## src/rtl/inter_packet_delay_pkg.sv

```systemverilog
// Shared OSNT generator definitions: inter-packet-delay FSM encodings and the
// position of the per-packet delay field inside the AXIS tuser sideband.
package inter_packet_delay_pkg;

    typedef enum logic {
        ST_IDLE = 1'b0,
        ST_SEND = 1'b1
    } ipd_state_e;

    localparam int TUSER_DELAY_LO = 32;
    localparam int TUSER_DELAY_HI = 63;

    localparam logic [31:0] GAP_MAX = 32'hFFFF_FFFF;

endpackage

```

## src/rtl/inter_packet_delay.sv

```systemverilog
// Enforces a minimum idle gap (in clock cycles) between AXIS packets by gating
// the first beat of each packet. Optional statistics: INTER_PACKET_DELAY_STATS_EN.
module inter_packet_delay
    import inter_packet_delay_pkg::*;
#(
    parameter int C_M_AXIS_DATA_WIDTH  = 256,
    parameter int C_S_AXIS_DATA_WIDTH  = 256,
    parameter int C_M_AXIS_TUSER_WIDTH = 128,
    parameter int C_S_AXIS_TUSER_WIDTH = 128,
    parameter int C_S_AXI_DATA_WIDTH   = 32
) (
    input  logic                                 axi_aclk,
    input  logic                                 axi_aresetn,
    input  logic [C_S_AXIS_DATA_WIDTH-1:0]       s_axis_tdata,
    input  logic [(C_S_AXIS_DATA_WIDTH/8)-1:0]   s_axis_tstrb,
    input  logic [C_S_AXIS_TUSER_WIDTH-1:0]      s_axis_tuser,
    input  logic                                 s_axis_tvalid,
    input  logic                                 s_axis_tlast,
    output logic                                 s_axis_tready,
    output logic [C_M_AXIS_DATA_WIDTH-1:0]       m_axis_tdata,
    output logic [(C_M_AXIS_DATA_WIDTH/8)-1:0]   m_axis_tstrb,
    output logic [C_M_AXIS_TUSER_WIDTH-1:0]      m_axis_tuser,
    output logic                                 m_axis_tvalid,
    output logic                                 m_axis_tlast,
    input  logic                                 m_axis_tready,
    input  logic                                 sw_rst,
    input  logic                                 ipd_en,
    input  logic                                 use_reg_delay,
`ifdef INTER_PACKET_DELAY_STATS_EN
    output logic [31:0]                          pkt_cnt,
    output logic [31:0]                          stall_cnt,
`endif
    input  logic [C_S_AXI_DATA_WIDTH-1:0]        delay_reg
);

    ipd_state_e  state_q, state_d;
    logic [31:0] gap_q, gap_d;
    logic [31:0] delay;
    logic        pass;
    logic        hs;
    logic        last_hs;

    assign delay = use_reg_delay ? delay_reg[31:0]
                                 : s_axis_tuser[TUSER_DELAY_HI:TUSER_DELAY_LO];

    // Held closed during reset unless enforcement is disabled entirely.
    assign pass = ~ipd_en |
                  (axi_aresetn & ((state_q == ST_SEND) | (gap_q >= delay)));

    assign m_axis_tdata  = s_axis_tdata;
    assign m_axis_tstrb  = s_axis_tstrb;
    assign m_axis_tuser  = s_axis_tuser;
    assign m_axis_tlast  = s_axis_tlast;
    assign m_axis_tvalid = s_axis_tvalid & pass;
    assign s_axis_tready = m_axis_tready & pass;

    assign hs      = s_axis_tvalid & s_axis_tready;
    assign last_hs = hs & s_axis_tlast;

    always_comb begin
        state_d = state_q;
        gap_d   = gap_q;
        if (sw_rst) begin
            state_d = ST_IDLE;
            gap_d   = '0;
        end else begin
            case (state_q)
                ST_IDLE: begin
                    if (hs && !s_axis_tlast) state_d = ST_SEND;
                    if (gap_q != GAP_MAX)    gap_d   = gap_q + 32'd1;
                end
                ST_SEND: begin
                    if (last_hs) state_d = ST_IDLE;
                end
                default: state_d = ST_IDLE;
            endcase
            if (last_hs) gap_d = '0;
        end
    end

    always_ff @(posedge axi_aclk or negedge axi_aresetn) begin
        if (!axi_aresetn) begin
            state_q <= ST_IDLE;
            gap_q   <= '0;
        end else begin
            state_q <= state_d;
            gap_q   <= gap_d;
        end
    end

`ifdef INTER_PACKET_DELAY_STATS_EN
    logic [31:0] pkt_cnt_q;
    logic [31:0] stall_cnt_q;

    always_ff @(posedge axi_aclk or negedge axi_aresetn) begin
        if (!axi_aresetn) begin
            pkt_cnt_q   <= '0;
            stall_cnt_q <= '0;
        end else if (sw_rst) begin
            pkt_cnt_q   <= '0;
            stall_cnt_q <= '0;
        end else begin
            if (last_hs) pkt_cnt_q <= pkt_cnt_q + 32'd1;
            if ((state_q == ST_IDLE) && s_axis_tvalid && !pass)
                stall_cnt_q <= stall_cnt_q + 32'd1;
        end
    end

    assign pkt_cnt   = pkt_cnt_q;
    assign stall_cnt = stall_cnt_q;
`endif

endmodule

```

## config.mk

```make
export PLATFORM = sky130hd
export DESIGN_NAME = inter_packet_delay
export DESIGN_NICKNAME = d
export VERILOG_FILES = /design/src/rtl/inter_packet_delay_pkg.sv /design/src/rtl/inter_packet_delay.sv
export SDC_FILE = /design/constraint.sdc
export NUM_CORES = 1
export LEC_CHECK = 0
export CELL_PAD_IN_SITES_DETAIL_PLACEMENT = 0
export CELL_PAD_IN_SITES_GLOBAL_PLACEMENT = 2
export CORE_AREA = 2 2 343 345
export CTS_CLUSTER_SIZE = 16
export DETAILED_ROUTE_END_ITERATION = 8
export DIE_AREA = 0 0 345 347
export PLACE_DENSITY_LB_ADDON = 0.1
export SYNTH_ARGS = -nofsm -noshare
export SYNTH_HDL_FRONTEND = slang
export SYNTH_SLANG_ARGS = --single-unit
```

## constraint.sdc

```tcl
create_clock -name axi_aclk -period 4 [get_ports axi_aclk]
set_input_delay 0.6 -clock axi_aclk [delete_from_list [all_inputs] [get_ports axi_aclk]]
set_output_delay 0.6 -clock axi_aclk [all_outputs]
set_load 0.03 [all_outputs]
```

# --- After elaboration in Yosys (flattened, before gate mapping) ---
# Index checks and enable logic that the tools add are counted.
op_classes:
  add_sub_neg: 1
  n_lt_le_gt_ge: 1
  eq_ne: 2
  mux: 9
  bitwise: 9
  reduce_logical: 4
ops:
  columns: ["operator", "n"]
  rows:
  - ["$mux W32", 5]
  - ["$add A32 B1 Y32 const B", 1]
  - ["$ge A32 B32 Y1", 1]
  - ["$ne A32 B32 Y1 const B", 1]
  - ["$and A1 B1 Y1", 5]
  - ["$mux W1", 3]
  - ["$ne A3 B2 Y1 const B", 1]
  - ["$reduce_bool A3 Y1", 1]
  - ["$not A1 Y1", 2]
  - ["$or A1 B1 Y1", 2]
  - ["$pmux W1 S2", 1]
  - ["$reduce_and A2 Y1", 1]
  - ["$logic_and A1 B1 Y1", 1]
  - ["$logic_not A1 Y1", 1]
word_totals:
  register_bits: 33
  in_bits: 456
  out_inout_bits: 419
  wordCells: 28

# --- Longest topological paths before layout ---
# Gate-level depths: netlist of the first run.
depth:
  depth_word: 11
  mapped_depth: 11
  mapped_depth_nobuf: 8

# --- Least setup slack after synthesis of the first run ---
# Ideal clock, no wire load.
synth_path:
  path_type: "input to output"
  start: "input port use_reg_delay"
  end: "output port m_axis_tvalid"
  arrival_time_ns: 3.201
  required_ns: 3.400
  setup_slack_ns: 0.199
  path_stages: 10
  n_path_buf: 2
  path_cell_list: "clkbuf_1 > clkbuf_1 > mux2i_1 > ha_1 > nand4_1 > nor4_1 > a2111oi_0 > a21boi_0 > nor3_1 > nor2b_1"
synth_via:
  elab_chain_cells: 6
synth_rtl:
  columns: ["element", "line_no", "text"]
  rows:
  - ["start: declaration", "inter_packet_delay.sv:28", "input logic use_reg_delay,"]
  - ["$mux W32", "inter_packet_delay.sv:43", "assign delay = use_reg_delay ? delay_reg[31:0]"]
  - ["$ge A32 B32 Y1", "inter_packet_delay.sv:48", "(axi_aresetn & ((state_q == ST_SEND) | (gap_q >= delay)));"]
  - ["$or A1 B1 Y1", "inter_packet_delay.sv:48", null]
  - ["$and A1 B1 Y1", "inter_packet_delay.sv:48", null]
  - ["$or A1 B1 Y1", "inter_packet_delay.sv:47", "assign pass = ~ipd_en |"]
  - ["$and A1 B1 Y1", "inter_packet_delay.sv:54", "assign m_axis_tvalid = s_axis_tvalid & pass;"]
  - ["end: declaration", "inter_packet_delay.sv:23", "output logic m_axis_tvalid,"]
# No other way between the ends.

# --- Worst setup path in the final report of the first run ---
layout_path:
  start: "input port delay_reg[9]"
  end: "output port s_axis_tready"
layout_via:
  elab_chain_cells: 6
layout_rtl:
  columns: ["element", "line_no", "text"]
  rows:
  - ["start: declaration", "inter_packet_delay.sv:33", "input logic [C_S_AXI_DATA_WIDTH-1:0] delay_reg"]
  - ["$mux W32", "inter_packet_delay.sv:43", null]
  - ["$ge A32 B32 Y1", "inter_packet_delay.sv:48", null]
  - ["$or A1 B1 Y1", "inter_packet_delay.sv:48", null]
  - ["$and A1 B1 Y1", "inter_packet_delay.sv:48", null]
  - ["$or A1 B1 Y1", "inter_packet_delay.sv:47", null]
  - ["$and A1 B1 Y1", "inter_packet_delay.sv:55", "assign s_axis_tready = m_axis_tready & pass;"]
  - ["end: declaration", "inter_packet_delay.sv:19", "output logic s_axis_tready,"]
# No other way between the ends.

==> run_results.csv, run 1 <==
group,metric,value,unit
status,status,"finished clean",
hold_path,hold_path.class,"in -> async",
sta,report.final.slew_viol_count,0,
clock_tree,clockBufferDepth,2,
routing,drt_first_pass_iters,5,
sta,rsz0062_at_grt,"no",
sta,min_period,3.75,ns
setup_path,critPathMaxFanout,2,
clock_tree,cts_tree,"yes",
synth,yosys.area.top_type,"buf_4",
sta,relSlewSlack,35.5,%
floorplan,rows,125,
sta,max_freq,267,MHz
job,cap_violations,0,
setup_path,cp.required,3.40,ns
floorplan,coreArea,116000,um2
place,port_buffers,106,
sta,hold_ws,0.502,ns
final_layout,areaGrowthSynthToFinish,4.50,%
clock_tree,cts.htree.levels,2,
final_layout,fin_cells,1971,
global_route,antenna_found_initial,0,
place,placed_area,6120,um2
global_route,grt_pass1_vias,3827,
setup_path,r2r_cells,10,
place,place_inst,1963,
floorplan,initial_core_util,5.19,%
synth,async_reset_ff_share,100,%
floorplan,io_pins,875,
routing,vias,3424,
place,gp_congestion,0.570,
global_route,overflow,0,
global_route,grt_max_degree,35,
global_route,grt_first_pass_wirelength,32.1,mm
power,power.density,173,nW/um2
synth,syn_area_per_cell,8.25,um2
setup_path,crit_path_start_kind,"input port",
final_layout,fill_cells,13700,
synth,synthCells,729,
floorplan,die-area,120000,um2
synth,synth.distinct_cells,49,
sta,finClkSkew,0.00678,ns
synth,synth_top_area_share,52.1,%
synth,ys_seq_elements,33,
power,total_power,1.09,mW
power,vdd_drop_max,0.137,mV
synth,synth_nets,1218,
clock_tree,cts_root_buf,"clkbuf_16",
synth,synthTopCellsByArea,"buf_4, dfrtp_1, ha_1",
setup_path,critical_path_arrival,3.15,ns
synth,synth_edf_count,0,
setup_path,timing.rr.start,"gap_q[19]",
setup_path,regToRegEndpoint,"gap_q[2]",
global_route,grt.total_usage,3.86,%
routing,ant_nets,0,
clock_tree,postCtsSetupBuffers,0,
floorplan,die_w,345,um
final_layout,layout-drive-gt1-share,13.5,%
clock_tree,cts_buffers,5,
clock_tree,cts_resized,2,
sta,period_share,93.8,%
place,dp_hpwl,19.6,mm
sta,worst_pin_slew,0.967,ns
synth,syn_area,6010,um2
clock_tree,hold_buffers,0,
setup_path,crit_type,"in -> out",
synth,synth-main-ff-cell,"dfrtp_1",
clock_tree,clkTransAtPathRegs,0.06,ns
synth,synth-seq-area-share,13.7,%
final_layout,fin_nets,935,
power,p_leak,1.98,nW
sta,setup_violations,0,
routing,drt_first_iter_violations,138,
routing,drt_wl_total,23.6,mm
clock_tree,cts_sinks,33,
routing,wl_per_cell,12.0,um
floorplan,die_height,347,um
clock_tree,clock_latency,0.29,ns
routing,drc,0,
sta,hold_viol,0,
synth,yosys_warnings,0,
routing,vias_per_cell,1.74,
setup_path,cp-end-kind,"output pin",
final_layout,final_area,6280,um2
setup_path,ff2ff_setup_slack,1.06,ns
[layer usage]
metal | wire length, um | global-route usage (%)
met5 | 0 | 0
met4 | 1840 | 2.98
met3 | 2170 | 1.59
met2 | 10300 | 5.99
met1 | 9280 | 4.18
[power breakdown]
group | switching, mW | leakage (nW) | total, mW | internal, mW
combinational | 0.161 | 1.45 | 0.320 | 0.159
sequential | 0.00848 | 0.459 | 0.346 | 0.338
clock | 0.177 | 0.0700 | 0.423 | 0.246
total | 0.347 | 1.98 | 1.09 | 0.743
[layout by cell type, fill, tap and decap left out, types with 5 or more instances in the layout]
cell type / instances
buf_4: 28
inv_1: 8
nor2_1: 10
clkbuf_16: 5
nor3_1: 31
buf_12: 7
nor2b_1: 5
nand2_1: 22
and4_1: 5
o21ai_0: 5
ha_1: 33
xnor2_1: 7
clkdlybuf4s50_1: 101
and3_1: 6
xor2_1: 18
mux2i_1: 31
dfrtp_1: 33
a21oi_1: 11
nand3_1: 16
nand4_1: 14
[cell families after synthesis]
logic type      after synthesis  share of synthesized area, %
simple gates                125                          11.5
mux                          33                          5.52
xor+xnor                     25                          3.64
buf+inv                     437                          53.4
flops                        33                          13.7
compound gates               43                          5.35
fa+ha+maj                    33                          6.87
[worst max-delay path: stages]
cell and delay, ns:
clkdlybuf4s50_1 0.49, mux2i_1 0.08, buf_4 0.15, ha_1 0.29
a21oi_2 0.15, o21ai_0 0.12, buf_4 0.15, a221oi_1 0.30
buf_4 0.20, a31oi_1 0.08, buf_4 0.16, nor3_4 0.14
nor2b_1 0.10, buf_12 0.14
[sequential cells by signal, indices dropped and copies added (netlist names)]
register  flops
state_q       1
gap_q        32
[layout make-up]
cell class,instances,area [um2],area share [%]
clock buffers,7,143,2.27
multi-input cells,259,2000,31.8
diodes,1,2.50,0.0398
flip-flops and latches,33,826,13.1
inverters,8,30.0,0.478
well taps,1524,1910,30.4
repair buffers,139,1380,21.9
[worst max-delay path by stage]
stage | from | cells after the start | slack, ns | endpoint
2_1_floorplan | use_reg_delay | 10 | 0.20 | m_axis_tvalid
3_5_place_dp | delay_reg[9] | 14 | -0.11 | s_axis_tready
4_1_cts | delay_reg[9] | 14 | 0.02 | s_axis_tready
5_1_grt | delay_reg[9] | 14 | 0.01 | s_axis_tready
3_3_place_gp | use_reg_delay | 14 | -0.11 | m_axis_tvalid
6_report | delay_reg[9] | 14 | 0.25 | s_axis_tready
[metrics by stage]
step	TNS (ns)	utilization, %	worst slack, ns
after detailed placement	-0.212	5.28	-0.112
after global placement	-0.201	5.28	-0.107
after floorplan	0	-	0.199
final	0	5.43	0.248
after global routing	0	5.43	0.0102
after CTS	0	5.41	0.0245
[Yosys cell counts (all sizes together) (6+ instances only)]
cell type and instances:
a21oi 12, and3 6, buf 422, clkbuf 7
dfrtp 33, ha 33, inv 8, mux2i 32
nand2 22, nand3 16, nand4 17, nor2 11
nor3 32, o21ai 6, xnor2 7, xor2 18
Power figures use the tool's default switching activity.
==> run 2, diff against run 1 <==
--- a/config.mk
+++ b/config.mk
@@ -5,12 +5,13 @@
 export SDC_FILE = /design/constraint.sdc
 export NUM_CORES = 1
 export LEC_CHECK = 0
-export CELL_PAD_IN_SITES_DETAIL_PLACEMENT = 0
+export CELL_PAD_IN_SITES_DETAIL_PLACEMENT = 1
 export CELL_PAD_IN_SITES_GLOBAL_PLACEMENT = 2
 export CORE_AREA = 2 2 343 345
 export CTS_CLUSTER_SIZE = 16
 export DETAILED_ROUTE_END_ITERATION = 8
 export DIE_AREA = 0 0 345 347
+export HOLD_SLACK_MARGIN = 0.12
 export PLACE_DENSITY_LB_ADDON = 0.1
 export SYNTH_ARGS = -nofsm -noshare
 export SYNTH_HDL_FRONTEND = slang
==> run 2 against run 1 <==
Effect of this change:
- sequential share of layout area about the same
- combinational power about the same
- die area unchanged
- global-route usage increased by 0.057 points
- worst setup slack got worse by 0.00072 ns
- non-clock buffer count unchanged
- critical path depth unchanged
- largest cell class unchanged
- fmax about the same
- critical endpoint unchanged
- first-iteration DRC count decreased by 29%
- final cell count unchanged
==> run_results.csv, run 2 (same netlist as run 1, synthesis figures left out) <==
group,metric,value,unit
status,status,"finished clean",
setup_path,crit_path_start_kind,"input port",
global_route,antenna_found_initial,0,
job,cap_violations,0,
clock_tree,clkTransAtPathRegs,0.06,ns
sta,worst_pin_slew,0.991,ns
place,place_inst,1963,
routing,ant_nets,0,
place,placed_area,6120,um2
sta,max_freq,266,MHz
clock_tree,clock_latency,0.29,ns
sta,finClkSkew,0.00607,ns
floorplan,io_pins,875,
routing,vias_per_cell,1.75,
floorplan,die-area,120000,um2
floorplan,initial_core_util,5.19,%
setup_path,cp-end-kind,"output pin",
final_layout,final_common_cell,"clkdlybuf4s50_1",
routing,drt_first_pass_iters,4,
sta,setup_violations,0,
sta,rsz0062_at_grt,"no",
place,gp_congestion,0.570,
final_layout,final_cell_mix,"clkdlybuf4s50_1, ha_1, dfrtp_1",
final_layout,post-route-util,5.44,%
final_layout,largest_reg_flops,32,
place,port_buffers,106,
final_layout,fin_nets,935,
global_route,grt_pass1_vias,3939,
sta,min_period,3.75,ns
sta,hold_viol,0,
final_layout,final_area,6290,um2
routing,drt_wl_total,23.9,mm
hold_path,hold_path.class,"in -> async",
routing,drt_first_iter_violations,98,
clock_tree,clockBufferDepth,2,
setup_path,crit_type,"in -> out",
power,power.density,173,nW/um2
global_route,grt_max_degree,35,
sta,report.final.slew_viol_count,0,
sta,period_share,93.8,%
floorplan,rows,125,
place,dp_hpwl,19.8,mm
setup_path,critPathMaxFanout,2,
routing,wl_per_cell,12.1,um
power,total_power,1.09,mW
clock_tree,cts_sinks,33,
global_route,grt_first_pass_wirelength,32.7,mm
final_layout,regMostFlops,"gap_q",
setup_path,critical_path_arrival,3.15,ns
clock_tree,cts_tree,"yes",
final_layout,top_regs,"gap_q x32, state_q x1",
clock_tree,cts_buffers,5,
sta,setup_tns,0,ns
global_route,overflow,0,
setup_path,cp.required,3.40,ns
global_route,grt.total_usage,3.92,%
power,vdd_drop_max,0.136,mV
final_layout,areaGrowthSynthToFinish,4.64,%
clock_tree,cts.htree.levels,2,
floorplan,die_w,345,um
final_layout,layout-drive-gt1-share,13.7,%
power,p_leak,1.99,nW
final_layout,fin_cells,1971,
sta,relSlewSlack,33.9,%
floorplan,die_height,347,um
routing,vias,3445,
floorplan,coreArea,116000,um2
clock_tree,cts_root_buf,"clkbuf_16",
routing,drc,0,
==> run 2: cell types whose count changed in the layout (fill, tap and decap cells not counted) <==
cell      change
buf_4         -1
mux2i_2       -1
o21ai_1       +1
mux2i_1       +1
buf_6         +1
nor2b_1       -2
a221oi_2      +1
nor2_1        +1
a221oi_1      -1
o21ai_0       -1
nor2b_2       +2
nor2_2        -1
==> run 2: area by class of cell <==
class	instances	area (um2)
fill	13700	109000
inverter	8	30.0
timing repair buffer	139	1380
sequential	33	826
clock buffer	7	143
multi-input combinational	259	2000
tap	1524	1910
antenna	1	2.50
==> run 2: path summary, 6_finish.rpt <==
check / start / end / slack, ns / depth (start not counted)
worst max-delay path: delay_reg[9] / s_axis_tready / 0.25 / 14
worst min-delay path: axi_aresetn / state_q / 0.49 / 2
worst max register to register: gap_q[17] / gap_q[5] / 1.07 / 10
worst min register to register: gap_q[30] / gap_q[30] / 0.62 / 2
max in group asynchronous: axi_aresetn / gap_q[14] / 3.12 / 2
min in group axi_aclk: gap_q[30] / gap_q[30] / 0.62 / 2
==> run 2: per-layer routing <==
layer  part of all wire [%]  global-route usage [%]  up-vias  routed length [um]
met5                      0                       0        -                   0
met4                    7.7                    3.01        0                1850
met3                    9.2                    1.60      188                2190
met2                     44                    6.15      256               10600
met1                     39                    4.20     1550                9260
li1                       -                       -     1451                   -
==> run 2: worst max-delay path, stage by stage <==
cell and delay (ns):
clkdlybuf4s50_1 0.49, mux2i_1 0.08, buf_4 0.15, ha_1 0.30
a21oi_2 0.15, o21ai_1 0.10, buf_4 0.15, a221oi_2 0.26
buf_4 0.18, a31oi_1 0.07, buf_4 0.16, nor3_4 0.24
nor2b_2 0.09, buf_12 0.14
==> run 2: timing repair <==
action,CTS,global route
gates resized for setup,2,8
pin swaps,0,1
endpoints found under the setup margin,2,2
setup buffers,0,0
hold buffers,0,0
==> run 2: per-stage QoR <==
stage,setup WS [ns],hold WS [ns]
global placement,-0.107,0.621
finish,0.247,0.487
CTS,0.0426,0.548
global route,0.0200,0.561
detailed placement,-0.103,0.629
floorplan,0.199,0.304
==> run 2: power breakdown <==
group          internal (mW)  switching [mW]
Sequential             0.338         0.00799
Clock                  0.246           0.174
Combinational          0.160           0.161
Total                  0.743           0.343
